==> config.mk <==
export PLATFORM = sky130hd
export DESIGN_NAME = uart_tx_buffer
export DESIGN_NICKNAME = d
export VERILOG_FILES = /design/src/rtl/uart_tx_buffer_pkg.sv /design/src/rtl/uart_tx_buffer_byte_fifo.sv /design/src/rtl/uart_tx_buffer.sv
export SDC_FILE = /design/constraint.sdc
export NUM_CORES = 1
export LEC_CHECK = 0
export ABC_CLOCK_PERIOD_IN_PS = 5200
export CAP_MARGIN = 10
export CORE_ASPECT_RATIO = 0.9
export CORE_MARGIN = 2
export CORE_UTILIZATION = 45
export DETAILED_ROUTE_END_ITERATION = 10
export PLACE_DENSITY = 0.69
export SYNTH_ARGS = -nofsm -noshare
export SYNTH_HDL_FRONTEND = slang
export SYNTH_HIERARCHICAL = 1
export SYNTH_SLANG_ARGS = --single-unit
==> constraint.sdc <==
create_clock -name clk -period 5.2 [get_ports clk]
set_input_delay 1.04 -clock clk [delete_from_list [all_inputs] [get_ports clk]]
set_output_delay 1.04 -clock clk [all_outputs]
set_load 0.1 [all_outputs]
==> src/rtl/uart_tx_buffer_pkg.sv <==
// Shared types and sizing helpers for the UART transmit buffer.
package uart_tx_buffer_pkg;

    typedef enum logic [1:0] {
        IDLE      = 2'd0,
        LAUNCH    = 2'd1,
        WAIT_ACK  = 2'd2,
        WAIT_DONE = 2'd3
    } tx_state_t;

    // Width of an occupancy counter that must represent 0..depth inclusive.
    function automatic int COUNT_W(input int depth);
        return $clog2(depth) + 1;
    endfunction

endpackage

==> src/rtl/uart_tx_buffer_byte_fifo.sv <==
// Circular byte FIFO with occupancy count, sticky overflow and synchronous flush.
module byte_fifo
    import uart_tx_buffer_pkg::*;
#(
    parameter int DEPTH = 16
) (
    input  logic                       clk,
    input  logic                       rst,
    input  logic                       push,
    input  logic [7:0]                 push_data,
    input  logic                       pop,
    input  logic                       flush,
    output logic [7:0]                 head,
    output logic                       full,
    output logic                       empty,
    output logic [COUNT_W(DEPTH)-1:0]  count,
    output logic                       overflow
);

    localparam int PTR_W = $clog2(DEPTH);
    localparam int CNT_W = COUNT_W(DEPTH);

    logic [7:0]       mem [DEPTH];
    logic [PTR_W-1:0] wr_ptr;
    logic [PTR_W-1:0] rd_ptr;
    logic             push_ok;
    logic             pop_ok;

    assign full    = (count == CNT_W'(DEPTH));
    assign empty   = (count == '0);
    assign head    = mem[rd_ptr];
    assign push_ok = push && !full && !flush;
    assign pop_ok  = pop && !empty && !flush;

    // A push into a full FIFO is dropped even when a pop frees a slot on the same edge.
    always_ff @(posedge clk) begin
        if (rst) begin
            wr_ptr   <= '0;
            rd_ptr   <= '0;
            count    <= '0;
            overflow <= 1'b0;
        end else if (flush) begin
            wr_ptr   <= '0;
            rd_ptr   <= '0;
            count    <= '0;
            overflow <= 1'b0;
        end else begin
            if (push_ok) begin
                wr_ptr <= wr_ptr + 1'b1;
            end
            if (pop_ok) begin
                rd_ptr <= rd_ptr + 1'b1;
            end
            if (push_ok && !pop_ok) begin
                count <= count + 1'b1;
            end else if (pop_ok && !push_ok) begin
                count <= count - 1'b1;
            end
            if (push && full) begin
                overflow <= 1'b1;
            end
        end
    end

    always_ff @(posedge clk) begin
        if (push_ok) begin
            mem[wr_ptr] <= push_data;
        end
    end

endmodule

==> src/rtl/uart_tx_buffer.sv <==
// Byte queue plus launch controller feeding a UART transmitter through its
// dataAvailable/busy handshake, with an acknowledge timeout.
module uart_tx_buffer
    import uart_tx_buffer_pkg::*;
#(
    parameter int DEPTH       = 16,
    parameter int ACK_TIMEOUT = 4
) (
    input  logic                       clk,
    input  logic                       rst,
    input  logic                       wrEnable,
    input  logic [7:0]                 wrData,
    input  logic                       flush,
    input  logic                       pause,
    output logic                       full,
    output logic                       empty,
    output logic [COUNT_W(DEPTH)-1:0]  count,
    output logic                       overflow,
    output logic                       ackError,
    output logic                       txEnable,
    output logic [7:0]                 txData,
    input  logic                       txBusy
);

    tx_state_t  state_q;
    tx_state_t  state_d;
    logic [7:0] timer_q;
    logic [7:0] timer_d;
    logic [7:0] tx_data_d;
    logic       tx_enable_d;
    logic       ack_error_d;
    logic       pop;
    logic [7:0] head;

    byte_fifo #(
        .DEPTH (DEPTH)
    ) u_fifo (
        .clk       (clk),
        .rst       (rst),
        .push      (wrEnable),
        .push_data (wrData),
        .pop       (pop),
        .flush     (flush),
        .head      (head),
        .full      (full),
        .empty     (empty),
        .count     (count),
        .overflow  (overflow)
    );

    // The ack timer counts down from ACK_TIMEOUT-1 so WAIT_ACK lasts ACK_TIMEOUT cycles.
    always_comb begin
        state_d     = state_q;
        timer_d     = timer_q;
        tx_data_d   = txData;
        tx_enable_d = 1'b0;
        ack_error_d = ackError;
        pop         = 1'b0;
        unique case (state_q)
            IDLE: begin
                if (!empty && !pause && !txBusy && !flush) begin
                    state_d     = LAUNCH;
                    pop         = 1'b1;
                    tx_data_d   = head;
                    tx_enable_d = 1'b1;
                end
            end
            LAUNCH: begin
                state_d = WAIT_ACK;
                timer_d = 8'(ACK_TIMEOUT - 1);
            end
            WAIT_ACK: begin
                if (txBusy) begin
                    state_d = WAIT_DONE;
                end else if (timer_q == '0) begin
                    state_d     = IDLE;
                    ack_error_d = 1'b1;
                end else begin
                    timer_d = timer_q - 1'b1;
                end
            end
            WAIT_DONE: begin
                if (!txBusy) begin
                    state_d = IDLE;
                end
            end
            default: begin
                state_d = IDLE;
            end
        endcase
    end

    always_ff @(posedge clk) begin
        if (rst) begin
            state_q  <= IDLE;
            timer_q  <= '0;
            txData   <= '0;
            txEnable <= 1'b0;
            ackError <= 1'b0;
        end else begin
            state_q  <= state_d;
            timer_q  <= timer_d;
            txData   <= tx_data_d;
            txEnable <= tx_enable_d;
            ackError <= ack_error_d;
        end
    end

endmodule
==> results.py <==
metrics = {
    "run_status": {
        "status": "finished, final reports clean",
    },
    "place": {
        "dp_slack_ns": 0.762,
        "hpwl_mm": 8.53,
        "place_area_um2": 7350,
        "io_buffers": 31,
        "gp_congestion": 0.877,
    },
    "global_route": {
        "grt_start_max_net_pins": 33,
        "overflow": 0,
        "grt_pass1_wl_mm": 20.9,
        "grt_use_total_pct": 17.7,
        "grt_pass1_vias": 3854,
        "antenna_found_initial": 0,
    },
    "final_layout": {
        "area_delta_synth_final_pct": 16.0,
        "layout-drive-gt1-share_pct": 18.6,
        "post-route-cell-area_um2": 7940,
        "post-route-util_pct": 53.8,
        "fin_nets": 491,
        "fillCellCount": 1173,
        "antenna_cells": 0,
    },
    "route": {
        "drtAntennaViolNets": 0,
        "vias": 3829,
        "finalWirelength_mm": 13.4,
        "post_drt_wl_per_cell_um": 19.9,
        "drt_iter0_drc": 383,
        "detail_route.first_pass.iterations": 5,
        "drc": 0,
        "vias_per_cell": 5.66,
    },
    "clock_tree": {
        "htreeDepth": 4,
        "path_clk_slew_ns": 0.06,
        "post_cts_buffers": 0,
        "cts_made_buffers": 17,
        "cts_buffer_depth": 2,
        "cts_tree": "done",
        "ctsHoldBuffers": 0,
        "worstSkewPairLatency_ns": 0.42,
        "post_cts_resized": 0,
        "cts_root_buffer": "clkbuf_16",
        "clock-sinks": 166,
    },
    "synthesis": {
        "synth-warning-count": 6,
        "synth_cell_types": 53,
        "ys.flop_type": "edfxtp_1",
        "synth_area_per_cell_um2": 16.0,
        "syn_nets": 455,
        "async_flop_share_pct": 0,
        "syn_inst": 429,
        "synth_edf_count": 128,
        "ys_seq_area_share_pct": 67.3,
        "ys_ff_latch": 166,
        "synth_area_um2": 6840,
    },
    "pwr": {
        "powerDensity_nw_per_um2": 353,
        "max-vdd-ir-drop_v": 0.000263,
        "power_leakage_nw": 2.65,
    },
    "floorplan": {
        "core_um2": 14800,
        "io-pin-count": 32,
        "die_w_um": 134,
        "fp.dieH_um": 121,
        "rows": 42,
        "die_area_um2": 16200,
        "start_util_pct": 46.3,
    },
    "setup_path": {
        "worst_setup_path_end_kind": "flip-flop",
        "worstPathRequired_ns": 5.51,
        "crit_fanout": 9,
        "critical_path_class": "in2reg",
        "start_kind": "primary input",
        "critPathArrivalTime_ns": 4.30,
    },
    "timing": {
        "hold_violations": 0,
        "rsz0062_at_grt": "no",
        "finalClockSkew_ns": 0.00646,
        "final.setup.tns_ns": 0,
        "max_clock_freq_ghz": 0.250,
        "max_slew_margin_pct": 34.4,
        "tightest_slew_ns": 0.980,
        "fin_crit_ns": 4.00,
        "worst_slack_ns": 1.20,
        "min_period_over_period_pct": 76.9,
        "setup_viol": 0,
        "slew_violations": 0,
    },
    "flow_run": {
        "maxCapViolations": 0,
    },
    "worst_hold_path": {
        "min_path_type": "reg2reg",
    },
}
==> worst paths after layout <==
check / from / slack [ns] / to / cells after the start
hold / removal: u_fifo/overflow / 0.47 / u_fifo/overflow / 2
hold reg to reg: u_fifo/overflow / 0.47 / u_fifo/overflow / 2
setup reg to reg: u_fifo/count[0] / 1.57 / u_fifo/count[3] / 14
setup / recovery: flush / 1.20 / u_fifo/count[3] / 13
==> report_power, final <==
| part | switching, mW | internal [mW] | total [mW] |
|---|---|---|---|
| Sequential | 0.00661 | 1.44 | 1.44 |
| Clock | 0.492 | 0.733 | 1.22 |
| Combinational | 0.0930 | 0.0426 | 0.136 |
==> metal layers <==
metal	vias up	track usage, %	share of wire, %
met5	-	0	0
met2	109	28.7	50
met4	0	6.12	1.3
li1	1752	-	-
met3	12	4.59	5.1
met1	1956	23.4	44
==> sequential cells by signal (all words and copies together), names as in the netlist, 2 cells and up, named ones only <==
name,flops
u_fifo/mem,128
timer_q,8
txData,8
u_fifo/count,5
u_fifo/rd_ptr,4
u_fifo/wr_ptr,4
state_q,2
==> Yosys cell counts, drive strengths merged (2+ instances only) <==
cell	number	share of area [%]
or3	5	0.46
or4	5	0.71
nand3b	3	0.88
xnor2	2	0.37
a21oi	14	1.0
nor3b	2	0.29
a22oi	16	1.8
nand2b	4	0.37
nor2b	4	0.37
inv	8	0.44
nor3	8	0.59
dfxtp	38	11
edfxtp	128	56
xor2	6	0.77
a311oi	2	0.26
and3	2	0.18
and2	2	0.20
nor2	35	1.9
o211ai	6	0.66
nand3	16	1.2
nand2	15	0.82
mux4	32	11
a31oi	2	0.18
buf	15	1.3
mux2i	7	1.0
o21ai	12	1.2
or2	4	0.37
nor4	5	0.55
clkbuf	7	0.38
ha	11	2.0
==> logic make-up after synthesis <==
family | after synthesis | synth area share, %
multiplexers | 40 | 11.7
flip-flops | 166 | 67.3
XOR/XNOR | 8 | 1.13
AND/OR/NAND/NOR | 113 | 9.29
AO/OA/AOI/OAI | 60 | 6.18
adder cells (fa/ha/maj) | 12 | 2.30
buffers and inverters | 30 | 2.08
==> worst max-delay path, cell delays in order <==
cell	delay (ns)
clkdlybuf4s50_1	0.58
nor4_2	0.59
nand2_1	0.20
inv_1	0.17
o21ai_4	0.09
or2_1	0.23
ha_1	0.20
inv_1	0.16
ha_1	0.26
a21o_1	0.17
a21oi_1	0.16
nor4_1	0.06
or3_1	0.38
==> per-stage QoR <==
stage | total power, mW | hold slack [ns] | instances
5_1_grt | 2.89 | 0.507 | 676
6_report | 2.80 | 0.468 | 676
2_1_floorplan | 1.56 | 0.467 | 429
3_3_place_gp | 1.60 | 0.450 | 644
4_1_cts | 2.82 | 0.476 | 676
3_5_place_dp | 1.61 | 0.462 | 644
==> layout make-up <==
| cell class | count | area (µm²) | share of cell area, % |
|---|---|---|---|
| Timing Repair Buffer | 39 | 370 | 4.67 |
| Sequential cell | 166 | 4610 | 58.0 |
| Clock buffer | 21 | 460 | 5.80 |
| Multi-Input combinational cell | 233 | 2100 | 26.4 |
| Clock inverter | 11 | 126 | 1.59 |
| Tap cell | 198 | 248 | 3.12 |
| Inverter | 8 | 30.0 | 0.378 |
==> cell usage in the layout, fill, tap and decap left out, drive strengths merged, types with 11 or more instances in the layout <==
master and n:
nand3 16, nand2 15, clkdlybuf4s50 31, clkbuf 21
mux4 32, dfxtp 38, a22oi 16, o21ai 12
edfxtp 128, nor2 35, ha 11, a21oi 14
Note: power is estimated with default switching activity, not from simulation.
